===== config.mk =====
export PLATFORM = sky130hd
export DESIGN_NAME = bbpd_vote
export DESIGN_NICKNAME = d
export VERILOG_FILES = /design/src/rtl/bbpd_vote.sv
export SDC_FILE = /design/constraint.sdc
export NUM_CORES = 1
export LEC_CHECK = 0
export ABC_AREA = 1
export CAP_MARGIN = 10
export CELL_PAD_IN_SITES_DETAIL_PLACEMENT = 0
export CELL_PAD_IN_SITES_GLOBAL_PLACEMENT = 2
export CORE_MARGIN = 5
export CORE_UTILIZATION = 35
export CTS_BUF_LIST = sky130_fd_sc_hd__clkbuf_8
export DETAILED_ROUTE_END_ITERATION = 10
export DONT_BUFFER_PORTS = 1
export PLACE_DENSITY = 0.9
export SETUP_SLACK_MARGIN = 0.02
export SYNTH_ARGS = -nofsm -noshare
export SYNTH_HDL_FRONTEND = slang
export SYNTH_SLANG_ARGS = --single-unit

===== constraint.sdc =====
create_clock -name clk -period 1.9 [get_ports clk]
set_input_delay 0.38 -clock clk [delete_from_list [all_inputs] [get_ports clk]]
set_output_delay 0.38 -clock clk [all_outputs]
set_load 0.02 [all_outputs]

===== src/rtl/bbpd_vote.sv =====
// -----------------------------------------------------------------------------
// bbpd_vote -- bang-bang (Alexander) phase detector with vote decimation.
//
// Each counted sample pair is classified from the previous center sample,
// the current center sample and the edge sample taken between them:
//   no data transition         -> no vote
//   edge matches current data  -> clock late  (+1)
//   edge matches previous data -> clock early (-1)
// Votes are summed over a window of 2**WIN_LOG2 counted samples. One cycle
// after the closing sample, win_done pulses, and at most one of up/dn
// pulses if the final vote magnitude exceeds THRESH. This limits the loop
// filter to a single update per window.
//
// Ports:
//   clk         system clock, all logic on posedge
//   rst         synchronous active-high reset
//   enable      detector enable; low clears the window and forces re-priming
//   samp_valid  a new center/edge sample pair is present
//   data_samp   center sample of the current bit
//   edge_samp   edge sample between the previous and the current bit
//   up          one-cycle pulse: clock late, speed up
//   dn          one-cycle pulse: clock early, slow down
//   vote        signed running vote of the current window
//   win_done    one-cycle pulse marking the end of each window
// -----------------------------------------------------------------------------
module bbpd_vote #(
    parameter int WIN_LOG2 = 3,
    parameter int THRESH   = 2
) (
    input  logic                clk,
    input  logic                rst,
    input  logic                enable,
    input  logic                samp_valid,
    input  logic                data_samp,
    input  logic                edge_samp,
    output logic                up,
    output logic                dn,
    output logic [WIN_LOG2+1:0] vote,
    output logic                win_done
);

    // Full-window vote spans +/-2**WIN_LOG2, which needs WIN_LOG2+2 signed bits.
    localparam int VW = WIN_LOG2 + 2;

    localparam logic signed [VW-1:0] THR_POS = VW'(THRESH);
    localparam logic signed [VW-1:0] THR_NEG = -THR_POS;

    logic signed [VW-1:0]   vote_r;
    logic signed [VW-1:0]   step;
    logic signed [VW-1:0]   vote_next;
    logic [WIN_LOG2-1:0]    cnt;
    logic                   d_prev;
    logic                   have_prev;
    logic                   counted;
    logic                   closing;

    assign counted = enable && samp_valid && have_prev;
    assign closing = counted && (cnt == '1);

    // NOTE: every signal assigned in always_comb gets a default first so that
    // no path leaves it unassigned, which would infer a latch.
    always_comb begin
        step = '0;
        if (d_prev != data_samp) begin
            // With one-bit samples a transition means the edge sample equals
            // exactly one of the two neighbouring data samples.
            step = (edge_samp == data_samp) ? VW'(1) : VW'(-1);
        end
        vote_next = vote_r + step;
    end

    // NOTE: sequential state uses non-blocking assignments so every register
    // samples the pre-edge values of the others, independent of statement order.
    always_ff @(posedge clk) begin
        if (rst) begin
            vote_r    <= '0;
            cnt       <= '0;
            d_prev    <= 1'b0;
            have_prev <= 1'b0;
            up        <= 1'b0;
            dn        <= 1'b0;
            win_done  <= 1'b0;
        end else begin
            // Pulses last one cycle unless a window closes on this edge.
            up       <= 1'b0;
            dn       <= 1'b0;
            win_done <= 1'b0;

            if (!enable) begin
                vote_r    <= '0;
                cnt       <= '0;
                have_prev <= 1'b0;
            end else if (samp_valid) begin
                d_prev <= data_samp;
                if (!have_prev) begin
                    // Priming sample: establishes d_prev only.
                    have_prev <= 1'b1;
                end else if (closing) begin
                    // The closing sample's own vote is part of the decision;
                    // the new window starts immediately with no dead cycle.
                    win_done <= 1'b1;
                    up       <= (vote_next > THR_POS);
                    dn       <= (vote_next < THR_NEG);
                    vote_r   <= '0;
                    cnt      <= '0;
                end else begin
                    vote_r <= vote_next;
                    cnt    <= cnt + WIN_LOG2'(1);
                end
            end
        end
    end

    assign vote = vote_r;

endmodule

Word level (Yosys, flattened, before mapping) --
Cells that the tools add are included.
Storage, ports and cells: input port bits 6, output and inout bits 8, register bits after elaboration 13
Operators by class: equal/unequal tests 3, mux-type cells 5, order comparisons 2, reductions and logical operators 8, $add $sub $neg 2, bitwise logic cells 4
Operators by type and width (count):
- $mux 5 | 3
- $add 5x5->5 | 1
- $gt 5x3->1 const B | 1
- $lt 5x2->1 const B | 1
- $reduce_or 5->1 | 1
- $not 1->1 | 4
- $reduce_and 2->1 | 2
- $reduce_or 4->1 | 1
- $add 3x1->3 const B | 1
- $eq 3x3->1 const B | 1
- $logic_and 1x1->1 | 3
- $mux 3 | 1
- $reduce_or 2->1 | 1
- $eq 1x1->1 | 1
- $mux 1 | 1
- $ne 1x1->1 | 1

Longest topological paths before layout --
depth in word-level cells 5, mapped depth 15, gate-level depth less buffers 15

Worst setup path after synthesis --
No wires, ideal clock.
kind input-to-reg, start point in data_samp, end point reg up, setup slack 0.262 ns, cell stages on the path 13, data arrival time 1.527 ns, setup time 0.112 ns, path buffers 0, data required time 1.788 ns, path through inv_1 -> nand2_1 -> nand2_4 -> nand2_4 -> nand2_1 -> nand2_1 -> ha_1 -> inv_1 -> nand2_1 -> xnor2_1 -> nand2_1 -> nor2_1 -> nor2_1
On the way: cells in the longest elaborated chain, start to end 5, elaborated cells on any way between the ends 6
Ends and longest elaborated chain:
- start: declaration | line 34 | input logic data_samp,
- $eq 1x1->1 | line 67 | step = (edge_samp == data_samp) ? VW'(1) : VW'(-1);
- $mux 5 | line 67
- $mux 5 (*) | line 64 | if (d_prev != data_samp) begin
- $add 5x5->5 (*) | line 69 | vote_next = vote_r + step;
- $gt 5x3->1 (*) | line 102 | up <= (vote_next > THR_POS);
- end signal: assignment | line 102
- end: declaration | line 36 | output logic up,
Every way passes the cells marked *; elsewhere a longest branch is shown, timed or not. A chain may end at the register's enable or synchronous reset.

Worst setup path in the final report --
start point reg d_prev, end point reg up
On the way: cells in the longest elaborated chain, start to end 4
Ends and longest elaborated chain:
- start: declaration | line 52 | logic d_prev;
- start signal: assignment | line 94 | d_prev <= data_samp;
- $ne 1x1->1 | line 64
- $mux 5 | line 64
- $add 5x5->5 | line 69
- $gt 5x3->1 | line 102
Every way passes these cells.

==> metrics.cfg <==
[sta]
fin_crit_sh_pct=87.5
drv_slew=0
hold_viol_final=0
rsz0062_at_grt=no
period_minus_slack_ns=1.66
whs_ns=0.205
slew_headroom_pct=73.5
finalSetupViolCount=0
fmax_mhz=602
skew_ns=0.00152
worst_slew_pin_slew_ns=0.393
setup-tns-final_ns=0

[pwr]
ir_drop_mv=0.405
power_density_nw_per_um2=714
p_leak_nw=0.398

[layout]
nNetsFinal=122
area_delta_synth_final_pct=16.0
fin_util_pct=42.7
multiInputGateArea_um2=428
fillers=207
diodes=0
seq_area_um2=260
final_layout_size_suffix_gt1_share_pct=17.1

[die]
num_rows=16
die_w_um=55.7
fp.dieArea_um2=3100
ioPinCount=14
die-height_um=55.7
fp.coreArea_um2=1980
start_util_pct=36.8

[placement]
gp_congestion=0.774
io_buffers=0
dp_hpwl_um=1220

[global_routing]
antenna_found_initial=0
grt_pass1_wl_um=2820
use_met2_pct=19.1
met1_usage_pct=12.7
grt_use_total_pct=11.5
grt_pass1_vias=637
busiest_layer=met2
met3_usage_pct=2.78
grt_remaining_overflow=0
grt_max_degree=9

[clock_network]
clk_pin_slew_worst_paths_ns=0.05
clk_latency_ns=0.25
cts.sinks=13
cts_made_buffers=3
htree_num_levels=1
root_buffer=clkbuf_8
cts_max_path_buffers=2
cts_tree=built

[logic_synthesis]
ys_seq_area_share_pct=35.7
async_flop_share_pct=0
syn-cell-area_um2=729
syn_avg_cell_area_um2=7.01
synth.area.top_cells=dfxtp_1 36%, nand2_1 13%, inv_1 7.7%, ha_1 6.9%, nand3_1 6.2%
yosys.area.top_type=dfxtp_1
syn_inst=104
syn_nets=114
synth_edf_count=0
synthDistinctLibCells=18
ys_ff_latch=13
synth_ff_type=dfxtp_1
synthTopCellsByCount=26 x nand2_1, 15 x inv_1, 13 x dfxtp_1
synth_most_common_cell=nand2_1
synth.yosys.warnings=0
synth.top_cell.area_share_pct=35.7

[routing]
first_pass_iters=4
wl_per_cell_um=11.8
ant_nets=0
route.detailed.drc=0
drt_iter0_markers=18
wl_um=1620
vias_per_cell=4.79
via_count=661

[worst_setup_path]
cp_max_fo=5
crit_required_ns=2.04
critPathLaunchType=flip-flop
critical_path_arrival_ns=1.81
critPathCaptureType=flip-flop
critical_path_class=reg -> reg

[hold_path]
worstHoldPathType=in -> reg

[flow_run]
cap_violations=0

[run_status]
status=completed

[per-stage QoR]
step                      instance area, um^2  worst slack, ns  cells  power [mW]
after global placement                    771           0.0501    132       0.357
after global routing                      846           0.0403    138       0.633
after floorplan                           729            0.262    104       0.345
after CTS                                 816            0.148    136       0.602
after detailed placement                  771           0.0792    132       0.358
final                                     846            0.238    138       0.604
[repair_timing]
item	in CTS	in global routing
endpoints found under the setup margin	0	2
setup buffers	0	2
resized for setup	0	3
hold buffers	0	0
[where the power goes]
| part | total, mW | switching, mW | internal, mW |
|---|---|---|---|
| clock network | 0.245 | 0.102 | 0.143 |
| registers | 0.281 | 0.00384 | 0.277 |
| logic | 0.0781 | 0.0487 | 0.0294 |
[critical path: stages, from the launching register on]
cell and delay, ns:
dfxtp_1 0.34, nand2_1 0.11, nand2_4 0.11, nand2_4 0.08
nand2_1 0.06, nand2_1 0.09, ha_1 0.20, inv_1 0.06
nand2_2 0.08, xnor2_2 0.21, nand2_1 0.08, nor2_1 0.10
nor2_1 0.04
[metal layers]
metal	vias up	share of wire, %
li1	346	-
met1	301	46
met2	9	47
met3	5	4.4
met4	0	2.9
met5	-	0
[registers in the layout, indices dropped and copies added, names as in the netlist]
name / flops
dn: 1
vote: 5
have_prev: 1
d_prev: 1
win_done: 1
cnt: 3
up: 1
[final timing paths]
kind                            startpoint     end  slack (ns)  depth (start not counted)
worst min register to register      cnt[0]  cnt[0]        0.47                          1
worst max-delay path                d_prev      up        0.24                         12
worst max register to register      d_prev      up        0.24                         12
worst min-delay path                   rst  d_prev        0.21                          1
[placed cells by master, fill, tap and decap left out, types with 2 or more instances in the layout]
master,instances
nand2_1,25
inv_1,16
dfxtp_1,13
nor2_1,10
nand3_1,8
nand2_2,7
a21oi_1,7
ha_1,4
o21ai_0,3
nand3_2,3
clkbuf_8,3
buf_4,3
nand2_4,2
[layout make-up]
| class | instances | share of cell area [%] |
|---|---|---|
| Sequential cell | 13 | 30.8 |
| Tap cell | 27 | 3.99 |
| Clock buffer | 3 | 4.88 |
| Clock inverter | 1 | 0.444 |
| Timing Repair Buffer | 3 | 2.66 |
| Multi-Input combinational cell | 76 | 50.6 |
| Inverter | 15 | 6.66 |
[cells by family after synthesis]
logic type / count (synthesis) / synth area share (%)
compound gates: 13 / 9.95
xor+xnor: 2 / 2.40
fa+ha+maj: 4 / 6.86
buf+inv: 15 / 7.72
flops: 13 / 35.7
simple gates: 57 / 37.4
Power figures use the tool's default switching activity.
